==> src/rtl/mpadd_pkg.sv <==
// mpadd_pkg: shared slice width, FSM states and index sizing for mpadd_seq
package mpadd_pkg;
    localparam int SLICE_W = 16;
    typedef enum logic [1:0] {IDLE, RUN, DONE} state_t;
    function automatic int idx_width(input int n);
        return (n > 1) ? $clog2(n) : 1;
    endfunction
endpackage

==> src/rtl/rca16cla.sv <==
// rca16cla: 16-bit adder, four 4-bit lookahead groups with rippled group carry
module rca16cla (
    input  logic [15:0] a,
    input  logic [15:0] b,
    input  logic        cin,
    output logic [15:0] s,
    output logic        cout
);
    logic [15:0] p, g;
    logic [16:0] c;
    assign p = a ^ b;
    assign g = a & b;
    assign c[0] = cin;
    for (genvar k = 0; k < 4; k++) begin : grp
        localparam int B = 4 * k;
        assign c[B+1] = g[B]   | (p[B]   & c[B]);
        assign c[B+2] = g[B+1] | (p[B+1] & g[B])   | (p[B+1] & p[B]   & c[B]);
        assign c[B+3] = g[B+2] | (p[B+2] & g[B+1]) | (p[B+2] & p[B+1] & g[B])
                      | (p[B+2] & p[B+1] & p[B] & c[B]);
        assign c[B+4] = g[B+3] | (p[B+3] & g[B+2]) | (p[B+3] & p[B+2] & g[B+1])
                      | (p[B+3] & p[B+2] & p[B+1] & g[B])
                      | (p[B+3] & p[B+2] & p[B+1] & p[B] & c[B]);
    end
    assign s    = p ^ c[15:0];
    assign cout = c[16];
endmodule

==> src/rtl/mpadd_seq.sv <==
// mpadd_seq: multi-precision adder sequencing one 16-bit CLA over NWORDS slices, LSB first
// Optional MPADD_SUB_EN adds op_sub (A + ~B + cin).
module mpadd_seq
    import mpadd_pkg::*;
#(
    parameter int NWORDS = 4
) (
    input  logic                    clk,
    input  logic                    rst,
    input  logic                    in_valid,
    output logic                    in_ready,
    input  logic [SLICE_W*NWORDS-1:0] op_a,
    input  logic [SLICE_W*NWORDS-1:0] op_b,
    input  logic                    cin,
`ifdef MPADD_SUB_EN
    input  logic                    op_sub,
`endif
    output logic                    out_valid,
    input  logic                    out_ready,
    output logic [SLICE_W*NWORDS-1:0] sum,
    output logic                    cout,
    output logic                    ovf,
    output logic                    busy
);
    localparam int DW = SLICE_W * NWORDS;
    localparam int IW = idx_width(NWORDS);
    state_t state, state_nxt;
    logic [DW-1:0] a_r, b_r;
    logic [IW-1:0] idx;
    logic carry, last;
    logic [SLICE_W-1:0] sa, sb, ss;
    logic sc;
    assign sa = a_r[SLICE_W*int'(idx) +: SLICE_W];
`ifdef MPADD_SUB_EN
    logic sub_r;
    assign sb = b_r[SLICE_W*int'(idx) +: SLICE_W] ^ {SLICE_W{sub_r}};
`else
    assign sb = b_r[SLICE_W*int'(idx) +: SLICE_W];
`endif
    assign last = int'(idx) == NWORDS - 1;
    rca16cla u_add (.a(sa), .b(sb), .cin(carry), .s(ss), .cout(sc));
    always_comb begin
        state_nxt = state;
        case (state)
            IDLE:    state_nxt = in_valid ? RUN : IDLE;
            RUN:     state_nxt = last ? DONE : RUN;
            DONE:    state_nxt = out_ready ? IDLE : DONE;
            default: state_nxt = IDLE;
        endcase
    end
    assign in_ready  = state == IDLE;
    assign out_valid = state == DONE;
    assign busy      = state != IDLE;
    always_ff @(posedge clk or posedge rst) begin
        if (rst) begin
            state <= IDLE;
            a_r   <= '0;
            b_r   <= '0;
            idx   <= '0;
            carry <= 1'b0;
            sum   <= '0;
            cout  <= 1'b0;
            ovf   <= 1'b0;
        end else begin
            state <= state_nxt;
            if (state == IDLE && in_valid) begin
                a_r   <= op_a;
                b_r   <= op_b;
                idx   <= '0;
                carry <= cin;
            end
            if (state == RUN) begin
                sum[SLICE_W*int'(idx) +: SLICE_W] <= ss;
                carry <= sc;
                idx   <= last ? idx : idx + 1'b1;
                if (last) begin
                    cout <= sc;
                    ovf  <= sa[SLICE_W-1] ^ sb[SLICE_W-1] ^ ss[SLICE_W-1] ^ sc;
                end
            end
        end
    end
`ifdef MPADD_SUB_EN
    always_ff @(posedge clk or posedge rst) begin
        if (rst)
            sub_r <= 1'b0;
        else if (state == IDLE && in_valid)
            sub_r <= op_sub;
    end
`endif
endmodule

==> config.mk <==
export PLATFORM = sky130hd
export DESIGN_NAME = mpadd_seq
export DESIGN_NICKNAME = d
export VERILOG_FILES = /design/src/rtl/mpadd_pkg.sv /design/src/rtl/rca16cla.sv /design/src/rtl/mpadd_seq.sv
export SDC_FILE = /design/constraint.sdc
export NUM_CORES = 1
export LEC_CHECK = 0
export ABC_AREA = 0
export BUFFER_PORTS_ARGS = -buffer_cell sky130_fd_sc_hd__clkbuf_2
export CAP_MARGIN = 20
export CORE_MARGIN = 2
export CORE_UTILIZATION = 25
export CTS_CLUSTER_SIZE = 28
export DETAILED_ROUTE_END_ITERATION = 10
export PLACE_DENSITY = 0.46
export SLEW_MARGIN = 20
export SYNTH_ARGS = -nofsm -noshare
export SYNTH_HDL_FRONTEND = slang
export SYNTH_SLANG_ARGS = --single-unit
export TNS_END_PERCENT = 20
==> constraint.sdc <==
create_clock -name clk -period 8.3 [get_ports clk]
set_input_delay 0.415 -clock clk [delete_from_list [all_inputs] [get_ports clk]]
set_output_delay 0.415 -clock clk [all_outputs]
set_load 0.01 [all_outputs]
==> results of run 1 <==
## metrics by stage
stage / cells / utilization [%] / area (sq um) / worst slack (ps)
floorplan: 622 / - / 8980 / 2460
CTS: 1293 / 31.2 / 11100 / 3980
global route: 1293 / 31.2 / 11100 / 3690
detailed placement: 1261 / 29.5 / 10500 / 4010
global placement: 1261 / 29.5 / 10500 / 4080
finish: 1294 / 31.2 / 11100 / 4050
## state kept, by name, indices dropped and copies added, names as in the netlist
signal	cells
a_r	64
b_r	64
carry	1
cout	1
idx	2
ovf	1
state	2
sum	64
## kinds of logic (layout without fill, tap and decap cells)
| kind of cell | count (synthesis) | in the layout | synth area share, % |
|---|---|---|---|
| adders and majority gates | 26 | 26 | 3.96 |
| DFF | 199 | 199 | 55.5 |
| buffers and inverters | 37 | 247 | 1.83 |
| muxes | 163 | 163 | 24.4 |
| other | 0 | 1 | 0 |
| AOI/OAI and AO/OA | 106 | 106 | 8.70 |
| and+or+nand+nor | 83 | 83 | 4.84 |
| xor gates and xnor gates | 8 | 8 | 0.780 |
## cells in the final DEF, fill, tap and decap left out, types with 2 or more instances in the layout
master     count
dfrtp_2        2
a21oi_1        7
dfrtp_1      197
mux4_2        32
o211ai_1       2
mux2_2       130
or4_1          2
xor2_1         2
ha_1          22
or3_4          2
clkbuf_2     201
clkbuf_16     17
bufinv_16      2
clkinv_2       2
or3_1          2
fa_1           4
nor2_1        11
nor3_2         3
inv_8          6
nand3_1        3
nand2b_1       6
o21ai_0       33
o22ai_1        2
nand2_1       38
a32o_1         4
a21o_1         5
inv_1          9
buf_4          3
nor2b_1        2
xnor2_1        6
a22o_1        38
nand4_1        5
or2_2          2
a21oi_2        2
inv_6          5
## synthesized netlist by cell type, types with 2 or more instances
| master | n |
|---|---|
| a21o_1 | 5 |
| a21oi_1 | 7 |
| a21oi_2 | 2 |
| a22o_1 | 38 |
| a32o_1 | 4 |
| buf_2 | 17 |
| clkbuf_1 | 9 |
| dfrtp_1 | 199 |
| fa_1 | 4 |
| ha_1 | 22 |
| inv_1 | 10 |
| mux2_2 | 130 |
| mux4_2 | 32 |
| nand2_1 | 38 |
| nand2b_1 | 6 |
| nand3_1 | 3 |
| nand4_1 | 5 |
| nor2_1 | 11 |
| nor2b_1 | 2 |
| nor3_2 | 3 |
| o211ai_1 | 2 |
| o21ai_0 | 33 |
| o22ai_1 | 2 |
| or2_2 | 2 |
| or3_1 | 2 |
| or3_4 | 2 |
| or4_1 | 2 |
| xnor2_1 | 6 |
| xor2_1 | 2 |
## worst max-delay path: cells and delay by family, from the launching register on
kind                       cells  cell delay (ps)
DFF                            1              720
buffers and inverters          1              550
muxes                          1              590
xor gates and xnor gates       1              280
adders and majority gates      2              760
AOI/OAI and AO/OA              3              570
and+or+nand+nor                3              600
## power by group through the flow
stage	clock network, mW	registers (mW)	logic (mW)
finish	0.884	1.63	3.01
global route	0.956	1.69	3.31
CTS	0.912	1.63	3.08
detailed placement	0	1.65	3.06
global placement	0	1.65	3.05
floorplan	0	1.59	2.10
## how the worst min path moves through the flow
stage	from	end	cells past startpoint
2_1_floorplan	a_r[32]	a_r[32]	1
3_3_place_gp	sum[5]	sum[5]	2
3_5_place_dp	sum[11]	sum[11]	2
4_1_cts	out_ready	state[1]	2
5_1_grt	out_ready	state[1]	2
6_report	rst	a_r[12]	2
## routing by layer
metal  vias to the layer above  global-route usage (%)  wire length (um)
met1                      3062                    19.7             12400
met4                         0                    3.14               198
met3                        12                    3.59              1330
met5                         -                       0                 0
met2                       147                    20.6             11400
li1                       2730                       -                 -
## final cells by class
cell class / instances / share of cell area (%)
clock buffers: 17 / 3.84
flip-flops and latches: 199 / 44.9
clock inverters: 15 / 1.61
repair buffers: 205 / 9.38
well taps: 461 / 5.20
inverters: 10 / 0.406
multi-input cells: 386 / 34.6
diodes: 1 / 0.0226
==> flow_metrics.py, run 1 <==
metrics = {
    "pwr": {
        "seq_power_share_pct": 29.5,
        "p_leak_nw": 5.04,
        "p_comb_share_pct": 54.5,
        "peakVddDrop_uv": 259,
        "swShare_pct": 43.0,
        "p_int_mw": 3.15,
        "pwr-share-clk_pct": 16.0,
        "p_sw_mw": 2.38,
        "total_power_mw": 5.53,
        "powerDensity_mw_per_mm2": 498,
    },
    "die": {
        "num_rows": 69,
        "io_pins": 202,
        "core_sq_mm": 0.0355,
        "dieWidth_um": 194,
        "die_area_sq_mm": 0.0374,
        "start_util_pct": 25.3,
        "die_h_um": 194,
    },
    "critical_path": {
        "critPathMaxStageDelay_ps": 720,
        "r2r-end": "sum[13]",
        "slowest_stage": "dfrtp_2",
        "startpoint_type": "flop",
        "crit_start": "idx[0]",
        "worstSetupPathType": "reg -> reg",
        "ff2ff_path_depth": 11,
        "critPathMaxFanout": 24,
        "crit_end": "sum[13]",
        "cp.arrival_ps": 4560,
        "crit_chain": "buf_4 > mux4_2 > ha_1 > nand3_1 > a2bb2oi_2 > nor3_1 > nor3_2 > o21a_1 > fa_1 > xor2_1 > o21ai_0",
        "rr_startpoint": "idx[0]",
        "r2r_slack_ps": 4050,
        "cp.required_ps": 8610,
        "endpoint_kind": "flop",
    },
    "clocking": {
        "clock_latency_ps": 450,
        "post_cts_resized": 0,
        "cts_sinks": 199,
        "cts.path.max_buffers": 2,
        "h-tree-depth": 4,
        "holdBufCountCts": 0,
        "numCtsBuffers": 17,
        "cts_tree": "yes",
        "cts-root-buf": "clkbuf_16",
        "post-cts-setup-buffers": 0,
        "clkSlewWorstSetupHoldPaths_ps": 80,
    },
    "final_layout": {
        "nets": 978,
        "regArea_sq_mm": 0.00498,
        "fillers": 3596,
        "multi_input_area_sq_mm": 0.00384,
        "drive_gt1_share_pct": 50.4,
        "syn_to_final_growth_pct": 23.5,
    },
    "grt": {
        "grt_pass1_wl_um": 38600,
        "grt_usage_pct": 13.7,
        "overflow": 0,
        "antenna_found_initial": 1,
        "grt_max_degree": 122,
        "grt_pass1_vias": 6166,
    },
    "synthesis": {
        "async_flop_share_pct": 100,
        "yosysTopAreaCellShare_pct": 55.5,
        "netlist_top_cells_area": "dfrtp_1, mux2_2, mux4_2, a22o_1, ha_1",
        "ys_ff_latch": 199,
        "synthCells": 622,
        "synth_edf_count": 0,
        "synth_area_sq_mm": 0.00898,
        "ys.flop_type": "dfrtp_1",
        "syn_avg_cell_area_sq_um": 14.4,
        "yosysTopAreaCell": "dfrtp_1",
        "yosysWarnings": 0,
        "syn-num-nets": 781,
        "synth.distinct_cells": 51,
        "yosysSeqAreaShare_pct": 55.5,
    },
    "detailed_routing": {
        "vias": 5951,
        "wl_per_cell_um": 19.6,
        "dr.first_iter.drc_count": 345,
        "routed_wl_um": 25300,
        "vias_per_cell": 4.60,
        "drc_errors": 0,
        "ant_nets": 0,
        "dr.pass1.iters": 4,
    },
    "timing": {
        "timing.setup.tns_ps": 0,
        "hold_viol": 0,
        "skew_ps": 16.9,
        "tightestPinTransition_ps": 1100,
        "timing.hold.ws_ps": 151,
        "report.final.slew_viol_count": 0,
        "rsz0062_at_grt": "no",
        "clock.fmax_mhz": 235,
        "fin_crit_ps": 4250,
        "period_share_pct": 51.2,
        "setup_viol": 0,
        "maxSlewHeadroom_pct": 26.5,
    },
    "placement": {
        "globalplace.congestion": 0.722,
        "io_buffers": 201,
        "post-dp-hpwl_um": 18100,
    },
    "flow_run": {
        "drv_cap": 0,
    },
    "worst_hold_path": {
        "worstHoldPathType": "in -> async",
    },
    "run_status": {
        "outcome": "finished, final reports clean",
    },
}
No activity file was read; power rests on OpenSTA's default activity.
==> run 2, diff against run 1 <==
Settings changed: PLACE_DENSITY 0.46 to 0.48.
Clock period 8.3 ns to 3.5 ns, I/O delays scaled along.
==> run 2 against run 1 <==
Via count grew 10%. First-iteration DRC count rose by 46%. Hold slack improved by 81 ps. Combinational power grew to 2.7 times the previous value. Global-route usage rose by 0.95 points. Cell count increased by 12%. Largest power group unchanged.
==> flow_metrics.py, run 2 (synthesized netlist as in run 1, its figures left out) <==
metrics = {
    "run_status": {
        "outcome": "finished, final reports clean",
    },
    "timing": {
        "tightestPinTransition_ps": 999,
        "setup_viol": 0,
        "clock.fmax_mhz": 301,
        "hold_viol": 0,
        "worst_slack_ps": 175,
        "rsz0062_at_grt": "no",
        "period_share_pct": 95.0,
        "fin_crit_ps": 3320,
        "skew_ps": 15.8,
        "timing.hold.ws_ps": 231,
        "maxSlewHeadroom_pct": 32.8,
        "timing.setup.tns_ps": 0,
        "report.final.slew_viol_count": 0,
    },
    "grt": {
        "grt_pass1_wl_um": 41700,
        "antenna_found_initial": 2,
        "grt_usage_pct": 14.6,
        "grt_max_degree": 76,
        "grt_pass1_vias": 6815,
        "overflow": 0,
    },
    "critical_path": {
        "crit_chain": "buf_12 > mux4_2 > ha_1 > a21oi_1 > a2bb2oi_2 > buf_4 > o21ai_0 > nand3_1 > nand2_1 > fa_1 > a22o_1",
        "rr_startpoint": "idx[0]",
        "cp.depth": 11,
        "slowest_stage": "fa_1",
        "worstSetupPathType": "reg -> reg",
        "worst-path-buf-inv": 2,
        "cp.arrival_ps": 3660,
        "ff2ff_path_depth": 11,
        "r2r_slack_ps": 180,
        "r2r-end": "sum[56]",
        "startpoint_type": "flop",
        "critPathMaxFanout": 8,
        "critPathMaxStageDelay_ps": 600,
        "crit_start": "idx[0]",
        "cp.required_ps": 3830,
        "endpoint_kind": "flop",
        "crit_end": "sum[56]",
        "critPathTopFamily": "adder cells",
    },
    "detailed_routing": {
        "vias_per_cell": 4.52,
        "ant_nets": 0,
        "dr.pass1.iters": 4,
        "drc_errors": 0,
        "wl_per_cell_um": 18.3,
        "routed_wl_um": 26400,
        "dr.first_iter.drc_count": 502,
        "vias": 6546,
    },
    "pwr": {
        "powerDensity_mw_per_mm2": 1100,
        "p_leak_nw": 5.70,
        "peakVddDrop_uv": 631,
        "total_power_mw": 13.9,
    },
    "die": {
        "num_rows": 69,
        "io_pins": 202,
        "dieWidth_um": 194,
        "die_h_um": 194,
        "die_area_sq_mm": 0.0374,
        "start_util_pct": 25.3,
        "core_sq_mm": 0.0355,
    },
    "clocking": {
        "cts_tree": "yes",
        "numCtsBuffers": 17,
        "clkSlewWorstSetupHoldPaths_ps": 80,
        "h-tree-depth": 4,
        "clock_latency_ps": 450,
        "cts_sinks": 199,
        "cts-root-buf": "clkbuf_16",
        "cts.path.max_buffers": 2,
    },
    "final_layout": {
        "syn_to_final_growth_pct": 40.7,
        "multi_input_area_sq_mm": 0.00386,
        "stdcell_count": 1448,
        "regArea_sq_mm": 0.00498,
        "final_cell_mix": "clkbuf_2, dfrtp_1, mux2_2, dlygate4sd3_1",
        "final_util_pct": 35.6,
        "largestRegisters": "a_r x64, b_r x64, sum x64",
        "fillers": 3488,
        "design_area_sq_mm": 0.0126,
        "nets": 1132,
        "final_common_cell": "clkbuf_2",
        "drive_gt1_share_pct": 45.1,
    },
    "placement": {
        "io_buffers": 201,
        "placed_cell_area_sq_mm": 0.0107,
        "post-dp-hpwl_um": 18900,
        "placedCellCount": 1283,
        "globalplace.congestion": 0.748,
        "pre_cts_slack_ps": 74.2,
    },
    "worst_hold_path": {
        "worstHoldPathType": "in -> reg",
    },
    "flow_run": {
        "drv_cap": 0,
    },
}
-- run 2: worst min-delay path by stage --
stage	start	end	slack (ps)	depth (start not counted)
floorplan	out_ready	state[1]	280	1
global placement	rst	sum[27]	200	2
detailed placement	rst	sum[59]	200	2
CTS	in_valid	carry	190	4
global route	in_valid	idx[1]	240	3
finish	in_valid	carry	230	4
-- run 2: layout make-up --
| cell class | count | share of cell area [%] |
|---|---|---|
| Tap cell | 461 | 4.56 |
| Inverter | 10 | 0.327 |
| Clock inverter | 13 | 0.931 |
| Multi-Input combinational cell | 386 | 30.5 |
| Sequential cell | 199 | 39.4 |
| Clock buffer | 19 | 3.50 |
| Timing Repair Buffer | 359 | 20.7 |
| Antenna cell | 1 | 0.0198 |
-- run 2: power breakdown --
part	internal [mW]	switching (mW)	leakage, nW	total (mW)
Sequential	3.29	0.578	2.47	3.87
Combinational	3.71	4.40	2.95	8.11
Clock	0.955	0.988	0.275	1.94
Total	7.95	5.97	5.70	13.9
-- run 2: what timing repair did --
action	in CTS	in global routing
hold endpoints to repair	141	0
setup buffers	0	2
endpoints found under the setup margin	0	12
hold buffers	130	0
resized for setup	0	3
-- run 2: worst register-to-register path: stages, from the launching register on --
cell and delay (ps):
dfrtp_2 450, buf_12 160, mux4_2 540, ha_1 310
a21oi_1 240, a2bb2oi_2 240, buf_4 170, o21ai_0 80
nand3_1 90, nand2_1 70, fa_1 600, a22o_1 260
-- run 2: layer usage --
| layer | vias to the layer above | routed length (um) | share of wire [%] | GRT usage (%) |
|---|---|---|---|---|
| met5 | - | 13 | 0.049 | 0 |
| met4 | 2 | 292 | 1.1 | 3.93 |
| met3 | 21 | 1220 | 4.6 | 3.21 |
| met2 | 170 | 12300 | 46 | 22.3 |
| met1 | 3323 | 12700 | 48 | 21.1 |
| li1 | 3030 | - | - | - |
